==> config.mk <==
export PLATFORM = sky130hd
export DESIGN_NAME = picorv_awb_arb
export DESIGN_NICKNAME = d
export VERILOG_FILES = /design/src/rtl/picorv_awb_arb.sv
export SDC_FILE = /design/constraint.sdc
export NUM_CORES = 1
export LEC_CHECK = 0
export ABC_AREA = 1
export BUFFER_PORTS_ARGS = -buffer_cell sky130_fd_sc_hd__buf_2
export CAP_MARGIN = 25
export CORE_ASPECT_RATIO = 0.75
export CORE_UTILIZATION = 45
export DETAILED_ROUTE_END_ITERATION = 16
export GPL_TIMING_DRIVEN = 0
export MAX_ROUTING_LAYER = met4
export PLACE_DENSITY = 0.88
export SYNTH_ARGS = -nofsm -noshare
export SYNTH_HDL_FRONTEND = slang
export SYNTH_SLANG_ARGS = --single-unit
==> constraint.sdc <==
create_clock -name clock -period 3.5 [get_ports clock]
set_clock_uncertainty 0.2 [all_clocks]
set_input_delay 0.525 -clock clock [delete_from_list [all_inputs] [get_ports clock]]
set_output_delay 0.525 -clock clock [all_outputs]
set_load 0.005 [all_outputs]
==> src/rtl/picorv_awb_arb.sv <==
// ---------------------------------------------------------------------------
// picorv_awb_arb
//   Round-robin arbiter that merges NREQ asynchronous writeback requesters
//   into a single one-entry output stage feeding the core's register file.
//
//   Optional feature macro: PICORV_AWB_ARB_X0DROP_EN
//     When defined, granted requests targeting x0 are accepted but discarded.
//     They are never loaded into the output stage.
//
// Ports
//   clock      rising-edge clock
//   reset      synchronous, active-low reset
//   req_valid  [NREQ]       per-requester writeback request
//   req_ready  [NREQ]       per-requester accept (one-hot or zero)
//   req_addr   [5*NREQ]     destination register, requester i at [5i+4:5i]
//   req_data   [XLEN*NREQ]  writeback data, requester i at [XLEN*i +: XLEN]
//   awb_valid  writeback toward core valid (output stage FULL)
//   awb_ready  core accepts writeback
//   awb_addr   [5]          register address toward core
//   awb_data   [XLEN]       register data toward core
//   pending    [32]         one-hot of the register held in the output stage
// ---------------------------------------------------------------------------
module picorv_awb_arb #(
    parameter int XLEN = 32,
    parameter int NREQ = 4
) (
    input  logic                   clock,
    input  logic                   reset,
    input  logic [NREQ-1:0]        req_valid,
    output logic [NREQ-1:0]        req_ready,
    input  logic [5*NREQ-1:0]      req_addr,
    input  logic [XLEN*NREQ-1:0]   req_data,
    output logic                   awb_valid,
    input  logic                   awb_ready,
    output logic [4:0]             awb_addr,
    output logic [XLEN-1:0]        awb_data,
    output logic [31:0]            pending
);

    localparam int IW = $clog2(NREQ);

    typedef enum logic {S_EMPTY = 1'b0, S_FULL = 1'b1} state_t;

    state_t          r_state;
    logic [4:0]      r_addr;
    logic [XLEN-1:0] r_data;
    logic [IW-1:0]   r_last;

    logic            w_free;
    logic            w_found;
    logic [IW-1:0]   w_sel;
    logic [IW-1:0]   w_j;
    logic            w_grant;
    logic            w_load;
    logic [4:0]      w_gaddr;
    logic [XLEN-1:0] w_gdata;

    // The stage can take a new entry when empty or when its entry leaves now.
    assign w_free = (r_state == S_EMPTY) || awb_ready;

    // Search starts one past the last granted requester and wraps around.
    // The last granted requester is therefore checked last.
    always_comb begin
        w_found = 1'b0;
        w_sel   = '0;
        w_j     = '0;
        for (int k = 1; k <= NREQ; k++) begin
            w_j = IW'((int'(r_last) + k) % NREQ);
            if (!w_found && req_valid[w_j]) begin
                w_found = 1'b1;
                w_sel   = w_j;
            end
        end
    end

    // Gating with reset keeps req_ready low in any cycle where reset is
    // sampled low. This also covers power-up before the first reset edge.
    assign w_grant   = reset && w_free && w_found;
    assign req_ready = w_grant ? (NREQ'(1) << w_sel) : '0;

    always_comb begin
        w_gaddr = '0;
        w_gdata = '0;
        for (int i = 0; i < NREQ; i++) begin
            if (w_sel == IW'(i)) begin
                w_gaddr = req_addr[5*i +: 5];
                w_gdata = req_data[XLEN*i +: XLEN];
            end
        end
    end

`ifdef PICORV_AWB_ARB_X0DROP_EN
    // x0 writes are handshaken away. They still advance the pointer.
    assign w_load = w_grant && (w_gaddr != 5'd0);
`else
    assign w_load = w_grant;
`endif

    always_ff @(posedge clock) begin
        if (!reset) begin
            r_state <= S_EMPTY;
            r_addr  <= '0;
            r_data  <= '0;
            r_last  <= IW'(NREQ - 1);
        end else begin
            if (w_grant)
                r_last <= w_sel;
            // A load replaces any entry leaving this cycle.
            // A free stage with nothing to load (or a dropped x0) empties.
            if (w_load) begin
                r_state <= S_FULL;
                r_addr  <= w_gaddr;
                r_data  <= w_gdata;
            end else if (w_free) begin
                r_state <= S_EMPTY;
            end
        end
    end

    assign awb_valid = (r_state == S_FULL);
    assign awb_addr  = r_addr;
    assign awb_data  = r_data;
    assign pending   = (reset && r_state == S_FULL) ? (32'd1 << r_addr) : 32'd0;

endmodule
==> results of run 1 <==
## where the power goes
| group | switching (mW) | leakage (nW) | total, mW | internal (mW) |
|---|---|---|---|---|
| clock network | 0.169 | 0.0645 | 0.421 | 0.252 |
| registers | 0.118 | 0.333 | 0.768 | 0.650 |
| logic | 2.61 | 2.15 | 3.95 | 1.34 |
| total | 2.89 | 2.55 | 5.13 | 2.24 |
## worst min-delay path: stages (launching register included)
cell,delay (ps)
dfxtp_1,320
nand3_1,70
nand2_1,50
## cells by family after synthesis
family	share of synthesized area
AOI/OAI and AO/OA	0.0385
DFF	0.254
and+or+nand+nor	0.607
buffers and inverters	0.100
## placed cells by master, fill, tap and decap left out, types with 2 or more instances in the layout
cell type	instances
nand2_4	2
buf_6	2
o21ai_0	18
clkbuf_1	14
nand3_2	2
inv_1	21
clkbuf_8	7
buf_4	6
dfxtp_1	40
nand2_2	6
nor2_1	67
a21oi_1	4
nor2_4	3
nand3b_1	7
buf_1	2
nand4_1	36
inv_2	5
nand2_1	164
buf_2	245
nand3_1	129
## worst max path at each step
stage                  from      endpoint  slack [ps]  depth (start not counted)
2_1_floorplan  req_valid[0]  req_ready[1]        1210                         12
3_3_place_gp   req_valid[2]  req_ready[2]         740                         13
3_5_place_dp   req_valid[3]  req_ready[3]         670                         11
4_1_cts           r_last[1]  req_ready[1]         450                         13
5_1_grt           r_last[1]  req_ready[1]         230                         13
6_report          r_last[1]  req_ready[3]         420                         11
## final cells by class
class                      count  share of cell area
timing repair buffer         228               0.252
sequential                    40               0.177
inverter                      27              0.0229
clock buffer                   7              0.0213
multi-input combinational    441               0.450
buffer                        41              0.0470
clock inverter                 1             0.00663
tap                           84              0.0232
## metrics by stage
stage / power (mW) / cell area, µm² / hold WS (ps)
after floorplan: 3.49 / 3150 / 266
after global placement: 4.53 / 4400 / 257
after detailed placement: 4.66 / 4400 / 261
after CTS: 5.09 / 4530 / 274
after global routing: 5.55 / 4530 / 293
final: 5.13 / 4530 / 277
## routing by layer
metal  up-vias  GRT usage  routed length (µm)
li1       2294          -                   -
met3        31     0.0498                1070
met4         0      0.128                 264
met2       276      0.581                6170
met1      2148      0.407                5350
met5         -          -                   0
## flip-flops by register name (all words and copies together), names as in the netlist
name       cells
awb_addr       5
awb_valid      1
r_last         2
awb_data      32
==> results.cfg, run 1 <==
[synthesis]
synth_nets = 704
yosysUniqueCellTypes = 23
synth_top_cell_by_area = dfxtp_1
synth_area_per_cell_um2 = 5.75
ys_warn_count = 0
seq_area_frac_synth = 0.254
synthFlopType = dfxtp_1
syn_area_mm2 = 0.00315
synth_common_cells = nand2_1 (164), nand3_1 (129), nor2_1 (67), dfxtp_1 (40), nand4_1 (36)
async_reset_ff_frac = 0
synth_area_leaders = dfxtp_1 (25%), nand3_1 (20%), nand2_1 (20%), nor2_1 (8.0%), nand4_1 (7.1%)
synth_top_area_frac = 0.254
ys_ff_latch = 40
netlist_instances = 549
synth_edf_count = 0
yosysMostFrequentCell = nand2_1

[cts]
cts_num_sinks = 40
tritoncts = done
root_buffer = clkbuf_8
cts_resized = 0
h-tree-depth = 2
cts_made_buffers = 5
path_clk_slew_ps = 80
clock_latency_ps = 290
cts_buffer_depth = 2
post_cts_buffers = 0
cts_hold_buf = 0

[final_layout]
seqCellArea_um2 = 801
postLayoutCoreUtil = 0.666
syn_to_final_growth_pct = 43.5
layout-drive-gt1-share = 0.359
layout.nets = 939
multiInputGateArea_mm2 = 0.00204
final_cells = 869
num-fill-cells = 664
antenna_cells = 0

[flow_run]
cap_violations = 0

[place]
dp_cells = 861
dp_slack_ps = 671
gp_congestion = 1.07
port_buffers = 228
hpwl_mm = 10.0

[routing]
firstDrtPassIters = 7
wl_mm = 12.9
via_per_inst = 5.46
ant_nets = 0
detail_route.wl_per_cell_um = 14.8
vias = 4749
drc = 0
drt_iter0_drc = 374

[status]
status = complete, no violations

[grt]
grt_pass1_vias = 4221
antenna_found_initial = 0
grt_use_total = 0.337
grt_max_degree = 13
grt_first_pass_wirelength_mm = 19.0
overflow = 0

[power]
p_leak_nw = 2.55
irDropWorstVdd_v = 0.000816
powerDensity_mw_per_mm2 = 1130

[hold_path]
hold_class = reg2reg
min_delay_worst_endpoint = awb_data[27]
whs_path_depth = 2
min_from = awb_data[27]

[timing]
drv_slew = 0
relSlewSlack = 0.645
fin_crit_ps = 3080
setup_slack_ps = 415
period_share = 0.881
tightest_slew_ps = 533
hold_viol_final = 0
max_freq_mhz = 324
tns_ps = 0
setup_violations = 0
grt_setup_unrepaired = no

[floorplanning]
die_x_um = 98.7
die_y_um = 74.5
pin_count = 229
fp.dieArea_mm2 = 0.00735
core_area_mm2 = 0.00680
fp-row-count = 26
start_util = 0.464

[critical_path]
cp_num_buf_inv = 3
crit_fanout = 10
cp.required_ps = 2770
cp_slowest_cell = dfxtp_1
crit_path_end_kind = primary output
timing.rr.end = awb_addr[0]
crit_family = simple AND/OR/NAND/NOR gates
r2r-start = r_last[1]
ff2ff_setup_slack_ps = 1080
rr_worst_depth = 12
crit_chain = inv_2 -> nand2_1 -> nand2_1 -> nand2_1 -> nand2_2 -> nor2_2 -> nand3_2 -> nand2_2 -> clkbuf_1 -> nor2_1 -> buf_2
cpMostUsedCell = nand2_1
crit_path_max_incr_delay_ps = 480
start_kind = flop
crit_arrival_ps = 2360
worstSetupPathType = reg2out
Note: power is estimated with default switching activity, not from simulation.
==> run 2, diff against run 1 <==
--- a/config.mk
+++ b/config.mk
@@ -9,6 +9,7 @@
 export BUFFER_PORTS_ARGS = -buffer_cell sky130_fd_sc_hd__buf_2
 export CAP_MARGIN = 25
 export CORE_ASPECT_RATIO = 0.75
+export CORE_MARGIN = 1.5
 export CORE_UTILIZATION = 45
 export DETAILED_ROUTE_END_ITERATION = 16
 export GPL_TIMING_DRIVEN = 0
==> results.cfg, run 2 (synthesis results as in run 1) <==
[critical_path]
cp.required_ps = 2770
crit_path_max_incr_delay_ps = 380
worstSetupPathType = reg2out
cp_slowest_cell = dfxtp_1
r2r-start = r_last[0]
rr_worst_depth = 13
crit_arrival_ps = 2350
start_kind = flop
crit_fanout = 10
timing.rr.end = awb_addr[1]
cpMostUsedCell = nand2_2
ff2ff_setup_slack_ps = 1080
crit_path_end_kind = primary output
crit_chain = buf_4 -> nand2_1 -> nand2_2 -> nand2_2 -> nand2_2 -> nor2_2 -> nand3_2 -> nand2_2 -> inv_2 -> buf_2 -> nand2_1 -> nor2_1 -> buf_2

[grt]
overflow = 0
grt_max_degree = 13
grt_pass1_vias = 4023
antenna_found_initial = 0
grt_use_total = 0.321
grt_first_pass_wirelength_mm = 18.6

[floorplanning]
core_area_mm2 = 0.00680
pin_count = 229
die_y_um = 75.5
fp.dieArea_mm2 = 0.00753
fp-row-count = 26
die_x_um = 99.7
start_util = 0.464

[timing]
max_freq_mhz = 325
hold_viol_final = 0
drv_slew = 0
fin_crit_ps = 3080
tightest_slew_ps = 537
period_share = 0.879
setup_violations = 0
relSlewSlack = 0.642
tns_ps = 0
grt_setup_unrepaired = no

[status]
status = complete, no violations

[final_layout]
final_common_cell = buf_2
largest_reg_flops = 32
antenna_cells = 0
layout.nets = 939
design_area_mm2 = 0.00451
syn_to_final_growth_pct = 42.9
mostFrequentLayoutCells = buf_2 (245), nand2_1 (164), nand3_1 (129), nor2_1 (67), dfxtp_1 (40)
layout-drive-gt1-share = 0.358

[routing]
via_per_inst = 5.48
detail_route.wl_per_cell_um = 14.8
drc = 0
wl_mm = 12.8
firstDrtPassIters = 7
vias = 4759
drt_iter0_drc = 343
ant_nets = 0

[cts]
h-tree-depth = 2
tritoncts = done
clock_latency_ps = 290
root_buffer = clkbuf_8
post_cts_buffers = 0
cts_buffer_depth = 2
path_clk_slew_ps = 80
cts_made_buffers = 5
cts_resized = 0
cts_hold_buf = 0
cts_num_sinks = 40

[place]
post_dp_cell_area_mm2 = 0.00440
gp_congestion = 1.03
port_buffers = 228
hpwl_mm = 10.1

[power]
p_leak_nw = 2.54
swShare = 0.566
irDropWorstVdd_v = 0.000751
intPower_mw = 2.20
clock_power_share = 0.074
powerDensity_mw_per_mm2 = 1120
sequentialPowerShare = 0.150
combPwrFrac = 0.776
p_switching_mw = 2.87

[hold_path]
whs_path_depth = 2
min_delay_worst_endpoint = awb_data[6]
hold_class = reg2reg
min_from = awb_data[6]

[flow_run]
cap_violations = 0
run 2: changes by cell type in the layout (fill, tap and decap cells not counted):
cell and change:
clkbuf_8 -2, clkbuf_1 +1, clkinv_2 +1
run 2: layout make-up:
type,count,area (µm²)
clock buffer,6,72.6
clock inverter,2,35.0
multi-input combinational,441,2040
timing repair buffer,228,1140
inverter,27,104
tap,84,105
buffer,41,213
sequential,40,801
fill,672,2290
run 2: worst max path at each step:
stage                 startpoint            to  slack, ps  cells after the start
floorplan           req_valid[0]  req_ready[1]       1210                     12
global placement    req_valid[2]  req_ready[2]        720                     13
detailed placement  req_valid[3]  req_ready[2]        690                     13
CTS                    r_last[0]  req_ready[2]        450                     13
global route           r_last[1]  req_ready[2]        260                     12
finish                 r_last[0]  req_ready[2]        420                     13
run 2: critical path, delay by kind of cell (launching register included):
family / cells / cell delay [ps]
buffers and inverters: 4 / 790
flip-flops: 1 / 380
AND/OR/NAND/NOR: 9 / 890
run 2: layer usage:
layer,up-vias,GRT usage,wire [µm]
met2,303,0.557,6220
met5,-,-,0
met1,2143,0.386,5260
met3,24,0.0560,1130
met4,0,0.100,235
li1,2289,-,-
run 2: power by group through the flow:
stage | Combinational, mW | Clock [mW] | Sequential (mW)
finish | 3.93 | 0.376 | 0.759
global route | 4.32 | 0.402 | 0.774
CTS | 3.87 | 0.379 | 0.753
detailed placement | 3.86 | 0 | 0.761
global placement | 3.78 | 0 | 0.752
floorplan | 2.73 | 0 | 0.766
run 2: per-stage QoR:
step | hold slack (ps) | util | setup WS [ps] | total power, mW | cells
after floorplan | 266 | - | 1210 | 3.49 | 549
after global placement | 256 | 0.647 | 719 | 4.53 | 861
after detailed placement | 260 | 0.647 | 685 | 4.63 | 861
after CTS | 274 | 0.663 | 451 | 5.01 | 869
after global routing | 294 | 0.663 | 263 | 5.50 | 869
final | 275 | 0.663 | 422 | 5.07 | 869
